<file path="config.mk">
export PLATFORM = sky130hd
export DESIGN_NAME = ascon_decrypt_block
export DESIGN_NICKNAME = d
export VERILOG_FILES = /design/src/rtl/ascon_pack.sv /design/src/rtl/ascon_decrypt_block_pad.sv /design/src/rtl/ascon_decrypt_block.sv
export SDC_FILE = /design/constraint.sdc
export NUM_CORES = 2
export LEC_CHECK = 0
export CAP_MARGIN = 25
export CORE_AREA = 2 2 563 565
export CTS_CLUSTER_SIZE = 20
export DETAILED_ROUTE_END_ITERATION = 12
export DIE_AREA = 0 0 565 567
export GPL_ROUTABILITY_DRIVEN = 0
export GPL_TIMING_DRIVEN = 0
export PLACE_DENSITY = 0.33
export SLEW_MARGIN = 20
export SYNTH_ARGS = -nofsm -noshare
export SYNTH_HDL_FRONTEND = slang
export SYNTH_SLANG_ARGS = --single-unit
export TNS_END_PERCENT = 100
</file>
<file path="constraint.sdc">
create_clock -name clock_i -period 44.3 [get_ports clock_i]
set_clock_uncertainty 0.15 [all_clocks]
set_input_delay 6.645 -clock clock_i [delete_from_list [all_inputs] [get_ports clock_i]]
set_output_delay 6.645 -clock clock_i [all_outputs]
set_load 0.1 [all_outputs]
</file>
<file path="src/rtl/ascon_pack.sv">
// ============================================================================
// Module      : ascon_pack (package)
// Description : Shared ASCON types and helpers: the 320-bit state type, the
//               decryption FSM encoding, the padding byte and a byte mask
//               helper. Word 0 of type_state is the 64-bit rate word.
// Revision    : 1.0 - initial release
// ============================================================================
`default_nettype none

package ascon_pack;

    // Five 64-bit words; element [0] is the rate word S[0].
    typedef logic [4:0][63:0] type_state;

    typedef enum logic [1:0] {
        IDLE     = 2'd0,
        WAIT_BLK = 2'd1,
        PERM     = 2'd2,
        DONE     = 2'd3
    } type_dec_fsm;

    localparam logic [7:0] PAD_BYTE = 8'h80;

    // Mask with the top 8*l bits set (l = 0..7).
    function automatic logic [63:0] byte_mask(input logic [2:0] l);
        logic [63:0] ones;
        ones = '1;
        return ~(ones >> {l, 3'b000});
    endfunction

endpackage

`default_nettype wire

</file>
<file path="src/rtl/ascon_decrypt_block_pad.sv">
// ============================================================================
// Module      : dec_pad_mask
// Description : Combinational final-block handling for ASCON-128 decryption.
//               Produces the truncated plaintext and the padded rate word.
// Ports       : rate          in  64  current rate word S[0]
//               cipher        in  64  ciphertext block C
//               nbytes        in  3   valid bytes l in the final block
//               plain_masked  out 64  top 8l bits of S[0]^C, rest zero
//               rate_padded   out 64  top 8l bits of C, rest of S[0], with
//                                     pad bit 63-8l inverted
// Revision    : 1.0 - initial release
// ============================================================================
`default_nettype none

module dec_pad_mask
    import ascon_pack::*;
(
    input  logic [63:0] rate,
    input  logic [63:0] cipher,
    input  logic [2:0]  nbytes,
    output logic [63:0] plain_masked,
    output logic [63:0] rate_padded
);

    logic [63:0] w_mask;
    logic [63:0] w_pad;

    assign w_mask = byte_mask(nbytes);
    // Pad byte lands at byte position l; it is XORed into the state.
    assign w_pad  = {PAD_BYTE, 56'd0} >> {nbytes, 3'b000};

    assign plain_masked = (rate ^ cipher) & w_mask;
    assign rate_padded  = ((cipher & w_mask) | (rate & ~w_mask)) ^ w_pad;

endmodule

`default_nettype wire

</file>
<file path="src/rtl/ascon_decrypt_block.sv">
// ============================================================================
// Module      : ascon_decrypt_block
// Description : ASCON-128 ciphertext-processing stage. Loads the state after
//               associated data, consumes 64-bit ciphertext blocks, emits
//               plaintext, rewrites the rate word, drives the shared p6
//               permutation between full blocks and hands the final padded
//               state to finalization.
// Ports       : clock_i, reset_i (async, active-high)
//               start_i, state_i                  message start / initial S
//               cipher_i/_valid_i/_last_i/_bytes_i, cipher_ready_o
//               plain_o/_valid_o/_last_o/_bytes_o plaintext output
//               perm_start_o, perm_state_o, perm_state_i, perm_done_i
//               done_o, state_o                   final state to finalization
// Options     : ASCON_DEC_ZEROIZE_EN - zero plain_o when not valid and clear
//               the internal state on the cycle after done_o.
// Revision    : 1.0 - initial release
// ============================================================================
`default_nettype none

module ascon_decrypt_block
    import ascon_pack::*;
(
    input  logic        clock_i,
    input  logic        reset_i,
    input  logic        start_i,
    input  type_state   state_i,
    input  logic [63:0] cipher_i,
    input  logic        cipher_valid_i,
    input  logic        cipher_last_i,
    input  logic [2:0]  cipher_bytes_i,
    output logic        cipher_ready_o,
    output logic [63:0] plain_o,
    output logic        plain_valid_o,
    output logic        plain_last_o,
    output logic [2:0]  plain_bytes_o,
    output logic        perm_start_o,
    output type_state   perm_state_o,
    input  type_state   perm_state_i,
    input  logic        perm_done_i,
    output logic        done_o,
    output type_state   state_o
);

    type_dec_fsm r_fsm;
    type_dec_fsm w_fsm_nxt;

    type_state   r_s;
    type_state   r_state_out;
    logic [63:0] r_plain;
    logic        r_plain_valid;
    logic        r_plain_last;
    logic [2:0]  r_plain_bytes;
    logic        r_perm_start;

    logic [63:0] w_plain_masked;
    logic [63:0] w_rate_padded;

    dec_pad_mask u_pad (
        .rate         (r_s[0]),
        .cipher       (cipher_i),
        .nbytes       (cipher_bytes_i),
        .plain_masked (w_plain_masked),
        .rate_padded  (w_rate_padded)
    );

    // ------------------------------------------------------------------
    // State register
    // ------------------------------------------------------------------
    always_ff @(posedge clock_i or posedge reset_i) begin
        if (reset_i) begin
            r_fsm <= IDLE;
        end else begin
            r_fsm <= w_fsm_nxt;
        end
    end

    // ------------------------------------------------------------------
    // Next-state logic
    // ------------------------------------------------------------------
    always_comb begin
        w_fsm_nxt = r_fsm;
        case (r_fsm)
            IDLE:     if (start_i) w_fsm_nxt = WAIT_BLK;
            WAIT_BLK: if (cipher_valid_i) w_fsm_nxt = cipher_last_i ? DONE : PERM;
            PERM:     if (perm_done_i) w_fsm_nxt = WAIT_BLK;
            DONE:     w_fsm_nxt = IDLE;
            default:  w_fsm_nxt = IDLE;
        endcase
    end

    // ------------------------------------------------------------------
    // FSM-decoded outputs
    // ------------------------------------------------------------------
    always_comb begin
        cipher_ready_o = 1'b0;
        done_o         = 1'b0;
        case (r_fsm)
            WAIT_BLK: cipher_ready_o = 1'b1;
            DONE:     done_o         = 1'b1;
            default:  ;
        endcase
    end

    // ------------------------------------------------------------------
    // Datapath
    // ------------------------------------------------------------------
    always_ff @(posedge clock_i or posedge reset_i) begin
        if (reset_i) begin
            r_s           <= '0;
            r_state_out   <= '0;
            r_plain       <= '0;
            r_plain_valid <= 1'b0;
            r_plain_last  <= 1'b0;
            r_plain_bytes <= 3'd0;
            r_perm_start  <= 1'b0;
        end else begin
            r_plain_valid <= 1'b0;
            r_perm_start  <= 1'b0;
`ifdef ASCON_DEC_ZEROIZE_EN
            // Overridden below on a block handshake.
            r_plain       <= '0;
`endif
            case (r_fsm)
                IDLE: begin
                    if (start_i) begin
                        r_s <= state_i;
                    end
                end
                WAIT_BLK: begin
                    if (cipher_valid_i) begin
                        r_plain_valid <= 1'b1;
                        r_plain_last  <= cipher_last_i;
                        if (cipher_last_i) begin
                            r_plain       <= w_plain_masked;
                            r_plain_bytes <= cipher_bytes_i;
                            r_s[0]        <= w_rate_padded;
                            r_state_out   <= {r_s[4:1], w_rate_padded};
                        end else begin
                            r_plain       <= r_s[0] ^ cipher_i;
                            r_plain_bytes <= 3'd0;
                            r_s[0]        <= cipher_i;
                            // Issued together with entering PERM so the
                            // request lands in PERM's first cycle.
                            r_perm_start  <= 1'b1;
                        end
                    end
                end
                PERM: begin
                    if (perm_done_i) begin
                        r_s <= perm_state_i;
                    end
                end
                DONE: begin
`ifdef ASCON_DEC_ZEROIZE_EN
                    r_s <= '0;
`endif
                end
                default: ;
            endcase
        end
    end

    assign plain_o       = r_plain;
    assign plain_valid_o = r_plain_valid;
    assign plain_last_o  = r_plain_last;
    assign plain_bytes_o = r_plain_bytes;
    assign perm_start_o  = r_perm_start;
    assign perm_state_o  = r_s;
    assign state_o       = r_state_out;

endmodule

`default_nettype wire
</file>
# --- Word level (Yosys, flattened, before mapping) ---
# Cells that the tools add are included.
word_totals:
  ff_bits: 712
  in_bits: 713
  wordCells: 60
classes:
  n_shift: 2
  n_bitwise: 8
  mux: 20
  n_reduce_logical: 8
  n_eq_ne: 6
ops:
  columns: ["operator", "n"]
  rows:
  - ["2-to-1 mux 320 bit", 2]
  - ["case mux 256 bit (2 select lines)", 1]
  - ["bitwise AND 64 bit", 3]
  - ["2-to-1 mux 64 bit", 3]
  - ["case mux 64 bit (3 select lines)", 1]
  - ["NOT 64 bit", 2]
  - [">> shifter 64 x 6 -> 64 bit (first input constant)", 2]
  - ["XOR 64 bit", 2]
  - ["OR 64 bit", 1]
  - ["AND reduction 3 bit", 3]
  - ["2-to-1 mux 1 bit", 8]
  - ["case mux 2 bit (4 select lines)", 1]
  - ["2-to-1 mux 2 bit", 3]
  - ["!= test 2 bit (second input constant)", 3]
  - ["== test 2 bit (second input constant)", 2]
  - ["AND reduction 4 bit", 1]
  - ["2-to-1 mux 3 bit", 1]
  - ["nonzero test 3 bit", 1]
  - ["== test 2 x 1 -> 1 bit (second input constant)", 1]
  - ["logical NOT 2 bit", 1]
  - ["AND reduction 2 bit", 1]
  - ["nonzero test 2 bit", 1]

# --- Depth between registers and ports, before layout ---
depth:
  ltp_word: 9
  mapped_depth: 10
  ltp_nobuf: 7

# --- Modules after synthesis ---
# From an unflattened synthesis, not the netlist that was laid out.
hier_totals:
  hier_cells: 2560
  area_unflattened_um2: 34284.1
by_module_without_submodules:
  columns: ["module", "cells_each", "area_per_inst_um2", "n_inst"]
  rows:
  - ["ascon_decrypt_block", 2339, 32572.5, 1]
  - ["dec_pad_mask", 221, 1711.6, 1]

# --- Least setup slack after synthesis ---
# Ideal clock, no wire load.
synth_timing:
  path_type: "in2reg"
  from: "input cipher_bytes_i[1]"
  to: "register r_s (netlist bit perm_state_o[16])"
  n_path_buf: 2
  arrival_ns: 7.868
  stages: 6
  path_slack_ns: 36.157
  setup_ns: 0.125
  cell_sequence: "buf_4 -> a21boi_2 -> buf_2 -> mux2_2 -> a21oi_1 -> o21ai_1"
synth_via:
  elab_chain_len: 9
  word_cells_on_any_way: 11
  cone_classes: "shift (2); mux (3); bitwise (6)"
synth_rtl:
  columns: ["item", "line", "source"]
  rows:
  - ["start: declaration", "ascon_decrypt_block.sv:30", "input logic [2:0] cipher_bytes_i,"]
  - [">> shifter 64 x 6 -> 64 bit", "ascon_pack.sv:28", "return ~(ones >> {l, 3'b000});"]
  - ["NOT 64 bit", "ascon_pack.sv:28", null]
  - ["NOT 64 bit", "ascon_decrypt_block_pad.sv:33", "assign rate_padded = ((cipher & w_mask) | (rate & ~w_mask)) ^ w_pad;"]
  - ["bitwise AND 64 bit", "ascon_decrypt_block_pad.sv:33", null]
  - ["OR 64 bit", "ascon_decrypt_block_pad.sv:33", null]
  - ["XOR 64 bit (*)", "ascon_decrypt_block_pad.sv:33", null]
  - ["2-to-1 mux 64 bit (*)", "ascon_decrypt_block.sv:133", "if (cipher_last_i) begin"]
  - ["2-to-1 mux 64 bit (*)", "ascon_decrypt_block.sv:130", "if (cipher_valid_i) begin"]
  - ["case mux 64 bit (3 select lines) (*)", "ascon_decrypt_block.sv:123", "case (r_fsm)"]
  - ["end signal: assignment", "ascon_decrypt_block.sv:126", "r_s <= state_i;"]
  - ["end signal: assignment", "ascon_decrypt_block.sv:150", "r_s <= perm_state_i;"]
  - ["end: declaration", "ascon_decrypt_block.sv:47", "type_state r_s;"]
# Mark *: on every way between the ends. The rest lies on a longest branch, timed or not. The select of a mux whose other input is x is not followed.
# A chain may end at the register's enable or synchronous reset.

# --- Worst setup path in the final report ---
layout_timing:
  from: "input cipher_last_i"
  to: "register r_state_out (netlist bit state_o[216])"
layout_via:
  elab_chain_len: 1
layout_rtl:
  columns: ["item", "line", "source"]
  rows:
  - ["start: declaration", "ascon_decrypt_block.sv:29", "input logic cipher_last_i,"]
  - ["AND reduction 3 bit (no source line)", null, null]
  - ["end signal: assignment", "ascon_decrypt_block.sv:137", "r_state_out <= {r_s[4:1], w_rate_padded};"]
  - ["end: declaration", "ascon_decrypt_block.sv:48", "type_state r_state_out;"]
# Every way passes these cells.

==> reports/qor.csv <==
metric;value;unit
cts_resized;0;
maxCapViolations;0;
synth.most_common_cell;nand2_1;
r2r_start;r_fsm[1];
post-cts-setup-buffers;0;
die_w;565;um
synth_commonest_cells;963 x nand2_1, 712 x dfrtp_1, 526 x mux2_2;
ys_seq_area_frac;0.542;
ys.flop_type;dfrtp_1;
setup_viol;0;
rows;206;
routed_wl;261;mm
worst_path_max_delay_cell;clkdlybuf4s50_1;
overflow;0;
synthToLayoutAreaGrowth;75.0;%
syn-num-nets;3812;
synth_seq_cells;712;
synth_async_sr_flop_share;1.00;
rsz0062_at_grt;no;
min_period;9660;ps
yosysTopAreaCell;dfrtp_1;
ant_nets;0;
synthCells;3095;
dp_hpwl;220;mm
critPathBufInv;4;
viasPerCell;3.45;
multi_input_area;14000;sq um
wl_met2;125;mm
drive_gt1_frac;0.204;
met1Wirelength;102;mm
cts_sinks;712;
synth_top_area_frac;0.542;
grt_pass1_vias;32662;
htreeDepth;3;
route.detailed.drc;0;
routed.top_layer;met5;
core-area;314000;sq um
clkTransAtPathRegs;60;ps
synth.avg_cell_area;10.6;sq um
hold_buffers;0;
status;complete, no violations;
path_delay_family;buffers and inverters;
slowest_delay;1070;ps
num_io_pins;1425;
cp-startpoint;cipher_last_i;
end_kind;register;
fill_cells;34750;
arrival;10260;ps
drt_pass1_iterations;5;
rr_worst_depth;9;
cp.required;44890;ps
wl_per_cell;29.0;um
max_freq;0.103;GHz
hold_violations;0;
die_h;567;um
setup_tns;0;ps
fin_crit_sh;0.218;
tightestPinTransition;1140;ps
track_usage;0.158;
vias;30995;
tritoncts;done;
yosys_warnings;0;
die_area;320000;sq um
grt_first_pass_wirelength;336;mm
port_buffers;1422;
netlist_area;32900;sq um
synthTopCellsByArea;dfrtp_1 54%, mux2_2 18%, nand2_1 11%, clkbuf_1 1.6%, a21oi_1 1.5%;
hp-start;state_o[196];
cp.depth;7;
synth_cell_types;58;
slew-limit-headroom;0.237;
min_path_type;reg2reg;
insertion_delay;840;ps
slew_violations;0;
drt-initial-drc-count;1856;
wl_met3;25.4;mm
nets;5420;
initial_core_util;0.105;
cp_cell_sequence;clkdlybuf4s50_1 > and3_1 > clkbuf_2 > clkbuf_1 > clkbuf_1 > nand2_1 > nand2_1;
min_path_cells;2;
worstSetupPathType;in2reg;
antenna_found_initial;79;
cts_root_buffer;clkbuf_16;
final-seq-area;17800;sq um
synth_edf_count;0;
grt_max_degree;91;
cts_buffers;104;
cts_max_path_buffers;4;
start_kind;input pin;
cp_max_fo;10;
==> area by class of cell <==
class / instances / share of cell area
Sequential cell: 712 / 0.310
Tap cell: 4160 / 0.0905
Clock inverter: 31 / 0.00746
Multi-Input combinational cell: 2150 / 0.244
Timing Repair Buffer: 1502 / 0.275
Buffer: 212 / 0.0169
Antenna cell: 42 / 0.00183
Clock buffer: 150 / 0.0528
Inverter: 21 / 0.00150
==> flip-flops by register name, indices dropped and copies added (netlist names) <==
signal / flops
plain_last_o: 1
r_fsm: 2
perm_start_o: 1
plain_valid_o: 1
plain_o: 64
state_o: 320
plain_bytes_o: 3
perm_state_o: 320
==> worst min-delay path, stage by stage, from the launching register on <==
cell and delay [ps]:
dfrtp_1 340, nand2_1 50, nand2_1 50
==> metal layers <==
| layer | vias to the layer above | global-route usage |
|---|---|---|
| met2 | 1332 | 0.266 |
| met4 | 40 | 0.0485 |
| li1 | 13774 | - |
| met3 | 267 | 0.0587 |
| met5 | - | 0 |
| met1 | 15582 | 0.183 |
==> cell usage in the layout (no fill, tap or decap), drive strengths merged, types with 50 or more instances in the layout <==
master and count:
nand2 964, mux2 547, dfrtp 712, xnor2 50
clkbuf 290, o31ai 51, o21ai 112, nor2 84
buf 254, clkdlybuf4s50 1320, a21oi 100
==> cell families after synthesis <==
family / after synthesis / share of synthesized area
flops: 712 / 0.542
buf+inv: 233 / 0.0314
simple gates: 1120 / 0.136
mux: 593 / 0.201
fa+ha+maj: 4 / 0.00152
compound gates: 366 / 0.0700
xor+xnor: 67 / 0.0179
==> per-stage QoR <==
step,utilization,hold WS [ps],setup slack (ps),instance area [sq um],std cells
after floorplan,-,362,17530,32900,3095
after global placement,0.167,313,3920,52300,8677
after detailed placement,0.172,311,33330,53900,8757
after CTS,0.183,325,34250,57400,8938
after global routing,0.183,338,34290,57400,8952
final,0.183,319,34640,57500,8980
==> final timing paths <==
kind | to | slack [ps]
setup / recovery | state_o[216] | 34640
setup reg to reg | state_o[216] | 40360
max in group asynchronous | state_o[284] | 36100
min in group asynchronous | perm_state_o[122] | 6060
hold / removal | state_o[196] | 320
hold reg to reg | state_o[196] | 320
Power is left out: the tool's default activity adds up to more than one toggle a clock period on the data nets, which glitch-free logic cannot reach.
